## src/rtl/hazard_scoreboard_unit_if.sv

```systemverilog
// ID-stage hazard scoreboard bundle: instruction operand/destination info in,
// stall request, diagnostics and stall counter out.
interface hazard_scoreboard_unit_if #(
   parameter int unsigned REG_ADDR_W  = 4,
   parameter int unsigned STALL_CNT_W = 16
);
   logic                   with_forwarding;
   logic                   freeze;
   logic                   flush;
   logic                   issue_valid;
   logic                   ignore_hazard;
   logic                   have_two_src;
   logic [REG_ADDR_W-1:0]  src1_addr;
   logic [REG_ADDR_W-1:0]  src2_addr;
   logic                   id_wb_en;
   logic                   id_mem_read;
   logic [REG_ADDR_W-1:0]  id_dest;
   logic                   stall_cnt_clr;
   logic                   hazard_detected;
   logic                   hazard_src1;
   logic                   hazard_src2;
   logic                   busy;
   logic [STALL_CNT_W-1:0] stall_count;

   modport master (
      output with_forwarding, freeze, flush, issue_valid, ignore_hazard, have_two_src,
             src1_addr, src2_addr, id_wb_en, id_mem_read, id_dest, stall_cnt_clr,
      input  hazard_detected, hazard_src1, hazard_src2, busy, stall_count
   );

   modport slave (
      input  with_forwarding, freeze, flush, issue_valid, ignore_hazard, have_two_src,
             src1_addr, src2_addr, id_wb_en, id_mem_read, id_dest, stall_cnt_clr,
      output hazard_detected, hazard_src1, hazard_src2, busy, stall_count
   );
endinterface

```

## src/rtl/hazard_scoreboard_unit.sv

```systemverilog
// RAW hazard scoreboard for the ID stage: per-register countdown of cycles until a pending
// result is consumable, zero-latency stall request and a saturating stall counter.
module hazard_scoreboard_unit #(
   parameter int unsigned REG_ADDR_W     = 4,
   parameter int unsigned WB_DIST        = 2,
   parameter int unsigned LOAD_USE_DELAY = 1,
   parameter int unsigned CNT_W          = 3,
   parameter int unsigned STALL_CNT_W    = 16
) (
   input logic                     clk,
   input logic                     rst_n,
   hazard_scoreboard_unit_if.slave bus
);
   localparam int unsigned NumRegs = 2 ** REG_ADDR_W;
   localparam logic [CNT_W-1:0] WbDist  = CNT_W'(WB_DIST);
   localparam logic [CNT_W-1:0] LoadUse = CNT_W'(LOAD_USE_DELAY);

   logic [CNT_W-1:0]       cnt_q [NumRegs];
   logic [CNT_W-1:0]       cnt_d [NumRegs];
   logic [STALL_CNT_W-1:0] stall_cnt_q, stall_cnt_d;
   logic                   hazard_src1, hazard_src2, hazard, issue, any_busy;
   logic [CNT_W-1:0]       load_val;

   // Squashed or operand-less instructions never request a stall.
   assign hazard_src1 = bus.issue_valid & ~bus.flush & ~bus.ignore_hazard &
                        (cnt_q[bus.src1_addr] != '0);
   assign hazard_src2 = bus.issue_valid & ~bus.flush & ~bus.ignore_hazard & bus.have_two_src &
                        (cnt_q[bus.src2_addr] != '0);
   assign hazard      = hazard_src1 | hazard_src2;
   assign issue       = bus.issue_valid & ~bus.flush & ~hazard & ~bus.freeze;

   always_comb begin
      load_val = WbDist;
      if (bus.with_forwarding) begin
         load_val = bus.id_mem_read ? LoadUse : '0;
      end
   end

   always_comb begin
      any_busy = 1'b0;
      for (int unsigned r = 0; r < NumRegs; r++) begin
         any_busy = any_busy | (cnt_q[r] != '0);
      end
   end

   always_comb begin
      for (int unsigned r = 0; r < NumRegs; r++) begin
         cnt_d[r] = cnt_q[r];
         if (!bus.freeze) begin
            if (cnt_q[r] != '0) begin
               cnt_d[r] = cnt_q[r] - CNT_W'(1);
            end
            // A fresh issue to the same register overrides the pending decrement.
            if (issue && bus.id_wb_en && (bus.id_dest == REG_ADDR_W'(r))) begin
               cnt_d[r] = load_val;
            end
         end
      end
   end

   always_comb begin
      stall_cnt_d = stall_cnt_q;
      if (bus.stall_cnt_clr) begin
         stall_cnt_d = '0;
      end else if (hazard && !bus.freeze && (stall_cnt_q != '1)) begin
         stall_cnt_d = stall_cnt_q + STALL_CNT_W'(1);
      end
   end

   always_ff @(posedge clk or negedge rst_n) begin
      if (!rst_n) begin
         for (int unsigned r = 0; r < NumRegs; r++) begin
            cnt_q[r] <= '0;
         end
         stall_cnt_q <= '0;
      end else begin
         cnt_q       <= cnt_d;
         stall_cnt_q <= stall_cnt_d;
      end
   end

   assign bus.hazard_detected = hazard;
   assign bus.hazard_src1     = hazard_src1;
   assign bus.hazard_src2     = hazard_src2;
   assign bus.busy            = any_busy;
   assign bus.stall_count     = stall_cnt_q;
endmodule

```

## src/flat_wrapper.sv

```systemverilog
// flat-port wrapper written by rule: the top's interface ports become plain ports
module hazard_scoreboard_unit_flat 
#(
   parameter int unsigned REG_ADDR_W     = 4,
   parameter int unsigned WB_DIST        = 2,
   parameter int unsigned LOAD_USE_DELAY = 1,
   parameter int unsigned CNT_W          = 3,
   parameter int unsigned STALL_CNT_W    = 16
)
  (clk, rst_n, bus_with_forwarding, bus_freeze, bus_flush, bus_issue_valid, bus_ignore_hazard, bus_have_two_src, bus_src1_addr, bus_src2_addr, bus_id_wb_en, bus_id_mem_read, bus_id_dest, bus_stall_cnt_clr, bus_hazard_detected, bus_hazard_src1, bus_hazard_src2, bus_busy, bus_stall_count);
  hazard_scoreboard_unit_if #(.REG_ADDR_W(REG_ADDR_W), .STALL_CNT_W(STALL_CNT_W)) bus_i ();
  input logic clk;
  input logic rst_n;
  input wire logic [$bits(bus_i.with_forwarding)-1:0] bus_with_forwarding;
  input wire logic [$bits(bus_i.freeze)-1:0] bus_freeze;
  input wire logic [$bits(bus_i.flush)-1:0] bus_flush;
  input wire logic [$bits(bus_i.issue_valid)-1:0] bus_issue_valid;
  input wire logic [$bits(bus_i.ignore_hazard)-1:0] bus_ignore_hazard;
  input wire logic [$bits(bus_i.have_two_src)-1:0] bus_have_two_src;
  input wire logic [$bits(bus_i.src1_addr)-1:0] bus_src1_addr;
  input wire logic [$bits(bus_i.src2_addr)-1:0] bus_src2_addr;
  input wire logic [$bits(bus_i.id_wb_en)-1:0] bus_id_wb_en;
  input wire logic [$bits(bus_i.id_mem_read)-1:0] bus_id_mem_read;
  input wire logic [$bits(bus_i.id_dest)-1:0] bus_id_dest;
  input wire logic [$bits(bus_i.stall_cnt_clr)-1:0] bus_stall_cnt_clr;
  output wire logic [$bits(bus_i.hazard_detected)-1:0] bus_hazard_detected;
  output wire logic [$bits(bus_i.hazard_src1)-1:0] bus_hazard_src1;
  output wire logic [$bits(bus_i.hazard_src2)-1:0] bus_hazard_src2;
  output wire logic [$bits(bus_i.busy)-1:0] bus_busy;
  output wire logic [$bits(bus_i.stall_count)-1:0] bus_stall_count;
  assign bus_i.with_forwarding = bus_with_forwarding;
  assign bus_i.freeze = bus_freeze;
  assign bus_i.flush = bus_flush;
  assign bus_i.issue_valid = bus_issue_valid;
  assign bus_i.ignore_hazard = bus_ignore_hazard;
  assign bus_i.have_two_src = bus_have_two_src;
  assign bus_i.src1_addr = bus_src1_addr;
  assign bus_i.src2_addr = bus_src2_addr;
  assign bus_i.id_wb_en = bus_id_wb_en;
  assign bus_i.id_mem_read = bus_id_mem_read;
  assign bus_i.id_dest = bus_id_dest;
  assign bus_i.stall_cnt_clr = bus_stall_cnt_clr;
  assign bus_hazard_detected = bus_i.hazard_detected;
  assign bus_hazard_src1 = bus_i.hazard_src1;
  assign bus_hazard_src2 = bus_i.hazard_src2;
  assign bus_busy = bus_i.busy;
  assign bus_stall_count = bus_i.stall_count;
  hazard_scoreboard_unit #(.REG_ADDR_W(REG_ADDR_W), .WB_DIST(WB_DIST), .LOAD_USE_DELAY(LOAD_USE_DELAY), .CNT_W(CNT_W), .STALL_CNT_W(STALL_CNT_W)) u_core (.clk(clk), .rst_n(rst_n), .bus(bus_i));
endmodule
```

## config.mk

```make
export PLATFORM = sky130hd
export DESIGN_NAME = hazard_scoreboard_unit_flat
export DESIGN_NICKNAME = d
export VERILOG_FILES = /design/src/rtl/hazard_scoreboard_unit_if.sv /design/src/rtl/hazard_scoreboard_unit.sv /design/src/flat_wrapper.sv
export SDC_FILE = /design/constraint.sdc
export NUM_CORES = 1
export LEC_CHECK = 0
export CAP_MARGIN = 20
export CORE_UTILIZATION = 57
export DETAILED_ROUTE_END_ITERATION = 10
export PLACE_DENSITY = 0.8
export SLEW_MARGIN = 20
export SYNTH_ARGS = -nofsm -noshare
export SYNTH_HDL_FRONTEND = slang
export SYNTH_SLANG_ARGS = --single-unit
```

## constraint.sdc

```tcl
create_clock -name clk -period 4.4 [get_ports clk]
set_input_delay 0.44 -clock clk [delete_from_list [all_inputs] [get_ports clk]]
set_output_delay 0.44 -clock clk [all_outputs]
set_load 0.01 [all_outputs]
```

# == Word-level counts from Yosys, hierarchy flattened ==
# Index checks and enable logic that the tools add are counted.
# word_totals
ff_bits,64
latch_bits,0
ram_bits,0
romBits,0
inputBits,23
mem_count,0
# classes
addsub,17
mul,0
n_div,0
magnitude_cmp,2
n_eq_ne,16
n_shift,0
muxes,42
n_bitwise,29
n_reduce_logical,72
# ops
op,n
$mux 3,37
$reduce_bool 3->1,18
$sub 3x1->3 const B,16
$reduce_bool 2->1,17
$eq 4x4->1 const B,8
$mux 16,2
$reduce_and 2->1,16
$bmux 3 s4,2
$logic_and 1x1->1,19
$add 16x1->16 const B,1
$eq 4x3->1 const B,4
$ne 16x16->1 const B,1
$or 1x1->1,16
$ge 5x5->1 const B,2
$not 4->5,2
$eq 4x2->1 const B,2
$and 1x1->1,7
$eq 4x1->1 const B,1
$logic_not 4->1,1
$not 1->1,4
$logic_not 1->1,1
$mux 1,1

# == Logic depth before layout (Yosys ltp) ==
# logic_depth
word_depth,16
mapped_depth,11
depth_no_buf,8

# == Worst setup path before layout ==
# No wires, ideal clock.
# synth_timing
kind,input port to flip-flop
startpoint,input port bus_src1_addr[2]
endpoint,register u_core.stall_cnt_q[7] (netlist: u_core.bus.stall_count[7])
setup_time_ns,0.132
arrival_time_ns,2.695
required_time_ns,4.268
setup_slack_ns,1.573
path_stages,10
n_path_buf,2
cell_sequence,buf_2 -> or4_1 -> nand3_1 -> nor2_1 -> o41a_1 -> o41ai_2 -> buf_2 -> nor2_1 -> xnor2_1 -> nor2_1
# synth_between
elab_chain_cells,10
# synth_lines
element,line_no,source
from (decl),flat_wrapper.sv:20,input wire logic [$bits(bus_i.src1_addr)-1:0] bus_src1_addr;
$not 4->5 (implied by the code),hazard_scoreboard_unit.sv:26,(cnt_q[bus.src1_addr] != '0);
$bmux 3 s4,hazard_scoreboard_unit.sv:26,
$mux 3 (implied by the code) (2 in series),hazard_scoreboard_unit.sv:26,
$reduce_bool 3->1,hazard_scoreboard_unit.sv:26,
$and 1x1->1,hazard_scoreboard_unit.sv:25,assign hazard_src1 = bus.issue_valid & ~bus.flush & ~bus.ignore_hazard &
$or 1x1->1,hazard_scoreboard_unit.sv:29,assign hazard = hazard_src1 | hazard_src2;
$logic_and 1x1->1 (2 in series),hazard_scoreboard_unit.sv:65,end else if (hazard && !bus.freeze && (stall_cnt_q != '1)) begin
$reduce_bool 2->1 (no line),--,
to (signal assigned),hazard_scoreboard_unit.sv:78,stall_cnt_q <= stall_cnt_d;
to (decl),hazard_scoreboard_unit.sv:20,"logic [STALL_CNT_W-1:0] stall_cnt_q, stall_cnt_d;"
# No other way between the ends. The select of a mux whose other input is x is not followed.
# A chain may end at the register's enable or synchronous reset.

# == Final worst setup path ==
# layout_timing
startpoint,input port bus_src1_addr[2]
endpoint,output port bus_hazard_detected
# layout_between
elab_chain_cells,7
# layout_lines
element,line_no,source
$not 4->5 (implied by the code),hazard_scoreboard_unit.sv:26,
$bmux 3 s4,hazard_scoreboard_unit.sv:26,
$mux 3 (implied by the code) (2 in series),hazard_scoreboard_unit.sv:26,
$reduce_bool 3->1,hazard_scoreboard_unit.sv:26,
$and 1x1->1,hazard_scoreboard_unit.sv:25,
$or 1x1->1,hazard_scoreboard_unit.sv:29,
to (decl),flat_wrapper.sv:26,output wire logic [$bits(bus_i.hazard_detected)-1:0] bus_hazard_detected;
# No other way between the ends. The select of a mux whose other input is x is not followed.

==> results.py <==
metrics = {
    "synth": {
        "synthSimpleGateAreaFrac_pct": 24.7,
        "yosys_warnings": 0,
        "mappedNetlistNets": 564,
        "synth_area_mm2": 0.00447,
        "yosysTopAreaCell": "sky130_fd_sc_hd__dfrtp_1",
        "syn_area_per_cell_um2": 8.79,
        "synth_compound_gate_area_share_pct": 19.5,
        "largest_family_of_logic_cells_by_synthesized_area": "simple AND/OR/NAND/NOR gates",
        "synth-edff-count": 0,
        "post_synth_xor_area_fraction_pct": 2.94,
        "synth-seq-cells": 64,
        "ys_async_sr_fraction_pct": 100,
        "share_of_the_yosys_chip_area_belonging_to_registers_pct": 35.9,
        "synth.distinct_cells": 56,
        "yosysTopAreaCellShare_pct": 35.9,
        "syn-instance-count": 508,
        "postSynth.topFlopCell": "sky130_fd_sc_hd__dfrtp_1",
        "synth.area.top_cells": "sky130_fd_sc_hd__dfrtp_1, sky130_fd_sc_hd__ha_1, sky130_fd_sc_hd__inv_1",
        "muxShareOfSynthArea_pct": 0.728,
        "synth_fa_ha_area_share_pct": 9.24,
    },
    "clocking": {
        "cts_max_path_buffers": 2,
        "worst_skew_pair.late_latency_ns": 0.34,
        "cts-root-buf": "sky130_fd_sc_hd__clkbuf_8",
        "clock_tree.htree_level_count": 3,
        "cts_num_sinks": 64,
        "cts.reportedPaths.clkPinSlew_ns": 0.07,
        "tritoncts": "built",
        "resized_gates_after_cts": 0,
        "post_cts.repair.setup_buffers": 0,
        "cts_buffers": 9,
        "post_cts_hold_buffer_count": 0,
    },
    "worst_setup_path": {
        "nature_of_the_critical_path_startpoint": "input port",
        "critPathArrivalTime_ns": 3.27,
        "worst-r2r-setup-slack_ns": 1.30,
        "cp-end-kind": "primary output",
        "timing.critical_path.slowest_stage_cell": "sky130_fd_sc_hd__clkdlybuf4s50_1",
        "timing.critical_path.fanout_max": 10,
        "cpPeakStageDelay_ns": 0.59,
        "critical_path.most_common_cell": "sky130_fd_sc_hd__clkdlybuf4s50_1",
        "timing.critical_path.cells": "clkdlybuf4s50_1, nor4_2, nor3_1, o32a_1, o41a_1, nor4_4, inv_1, clkdlybuf4s50_1",
        "worstPathRequired_ns": 3.96,
        "path_class": "in2out",
    },
    "final_layout": {
        "stdcell_count": 648,
        "n_antenna_cell": 0,
        "drive_above_1_share_pct": 8.20,
        "layout.cell_area.non_filler_mm2": 0.00517,
        "finalNetCount": 601,
        "mostFrequentLayoutCells": "sky130_fd_sc_hd__dfrtp_1, sky130_fd_sc_hd__inv_1, sky130_fd_sc_hd__nor2_1, sky130_fd_sc_hd__clkdlybuf4s50_1, sky130_fd_sc_hd__nand2_1",
        "mostFrequentLayoutCell": "sky130_fd_sc_hd__dfrtp_1",
        "areaGrowthSynthToFinish_pct": 15.7,
    },
    "routing": {
        "drc": 0,
        "via_count": 4017,
        "avgRoutedWirePerCell_um": 17.2,
        "route.detailed.vias_per_inst": 6.20,
        "drt_pre_antenna_iters": 5,
        "routed_wl_um": 11100,
        "drt_iter0_drc": 256,
        "ant_nets": 0,
    },
    "sta": {
        "slew_violations": 0,
        "fin_setup_tns_ns": 0,
        "timing.slew.headroom_pct": 36.6,
        "timing.final.setup_violations": 0,
        "post-route-period-util_pct": 84.3,
        "fmax_ghz": 0.270,
        "postLayoutSetupSlackWorst_ns": 0.692,
        "worst_hold_check_slack_ns": 0.251,
        "finalHoldViolations": 0,
        "timing_worst_slew_pin_value_ns": 0.951,
        "unrepaired_setup_endpoints_after_global_routing": "false",
        "period_minus_slack_ns": 3.71,
        "worst_clock_skew_ns": 0.0105,
    },
    "place": {
        "dp.final_hpwl_um": 8210,
        "post_placement_worst_setup_slack_ns": 0.728,
        "numPortBuffers": 42,
        "routabilityCongestion": 0.846,
        "post_dp_cell_area_mm2": 0.00498,
        "dpl.cell_count": 633,
    },
    "hold_path": {
        "classification_of_the_worst_slack_hold_path": "in2async",
    },
    "die": {
        "rows": 31,
        "initial_utilization_pct": 60.3,
        "core-area_mm2": 0.00741,
        "width_of_the_chip_um": 90.5,
        "die_height_um": 90.5,
        "ioPinCount": 43,
        "die_area_mm2": 0.00819,
    },
    "job": {
        "max_cap_violations": 0,
    },
    "pwr": {
        "power_density_mw_per_mm2": 511,
        "vdd_drop_max_v": 0.000328,
        "cellLeakagePower_nw": 2.33,
    },
    "global_route": {
        "grt_antenna_before_repair": 0,
        "grt_pass1_wl_um": 18400,
        "globalRoute.totalOverflow": 0,
        "pin_count_of_the_biggest_net_entering_global_routing": 42,
        "grt_pass1_vias": 3846,
        "grt_util_all_layers_pct": 28.3,
    },
    "outcome": {
        "status": "finished clean",
    },
}
[sequential cells by signal, indices dropped and copies added (netlist names)]
name                    count
u_core.bus.stall_count     16
u_core.cnt_q               48
[cells by family after synthesis]
family	Yosys count
buf+inv	79
compound gates	115
xor+xnor	15
flops	64
mux	2
simple gates	200
fa+ha+maj	33
[critical path: cells and delay by family]
family | cells | cell delay [ns]
AOI/OAI and AO/OA | 2 | 0.78
and+or+nand+nor | 3 | 0.89
buffers and inverters | 3 | 1.15
[power by group]
part,switching (mW),total (mW),internal (mW)
Sequential,0.156,0.965,0.810
Combinational,0.643,1.18,0.540
Clock,0.236,0.492,0.256
Total,1.03,2.64,1.61
[Yosys cell counts (3+ instances only)]
library cell                count
sky130_fd_sc_hd__nand4_1       17
sky130_fd_sc_hd__o21ai_1       11
sky130_fd_sc_hd__a21oi_1       19
sky130_fd_sc_hd__nand3_1       24
sky130_fd_sc_hd__and4_1         4
sky130_fd_sc_hd__o21ai_0        4
sky130_fd_sc_hd__nor2b_1        6
sky130_fd_sc_hd__buf_1          6
sky130_fd_sc_hd__nand4_2       11
sky130_fd_sc_hd__xnor2_1       14
sky130_fd_sc_hd__inv_1         54
sky130_fd_sc_hd__nand3b_1      11
sky130_fd_sc_hd__a21boi_0      10
sky130_fd_sc_hd__dfrtp_1       64
sky130_fd_sc_hd__o221a_1       16
sky130_fd_sc_hd__clkbuf_1      13
sky130_fd_sc_hd__nor3_1        14
sky130_fd_sc_hd__nor2_1        53
sky130_fd_sc_hd__a41o_1         5
sky130_fd_sc_hd__a211oi_1       7
sky130_fd_sc_hd__nand2_1       35
sky130_fd_sc_hd__ha_1          33
sky130_fd_sc_hd__or3_1          9
sky130_fd_sc_hd__a2111oi_0      3
sky130_fd_sc_hd__buf_2          3
sky130_fd_sc_hd__o22a_1         5
sky130_fd_sc_hd__o22ai_1       16
[metal layers]
layer	up-vias	part of all wire (%)	track usage (%)
met3	23	6.3	4.46
met2	143	47	44.6
met5	-	0	0
li1	1947	-	-
met1	1904	45	39.2
met4	0	1.8	10.2
[worst paths after layout]
| path | start | end | cells after the start |
|---|---|---|---|
| max | bus_src1_addr[2] | bus_hazard_detected | 8 |
| min | rst_n | u_core.cnt_q[11]$_DFFE_PN0P_ | 1 |
| max reg2reg | u_core.cnt_q[25]$_DFFE_PN0P_ | u_core.cnt_q[42]$_DFFE_PN0P_ | 9 |
| min reg2reg | u_core.cnt_q[17]$_DFFE_PN0P_ | u_core.cnt_q[17]$_DFFE_PN0P_ | 2 |
| max in group asynchronous | rst_n | u_core.cnt_q[1]$_DFFE_PN0P_ | 2 |
| min in group clk | u_core.cnt_q[17]$_DFFE_PN0P_ | u_core.cnt_q[17]$_DFFE_PN0P_ | 2 |
[metrics by stage]
stage               utilization (%)  power, mW
global placement               67.3       2.06
CTS                            69.8       2.64
detailed placement             67.3       2.14
finish                         69.8       2.64
floorplan                         -       1.83
global route                   69.8       2.86
[layout make-up]
type,count,area (µm²)
tap,99,124
fill,580,2240
multi-input combinational,365,2570
clock buffer,9,124
inverter,54,203
clock inverter,6,61.3
sequential,64,1600
timing repair buffer,51,483
No activity file was read; power rests on OpenSTA's default activity.
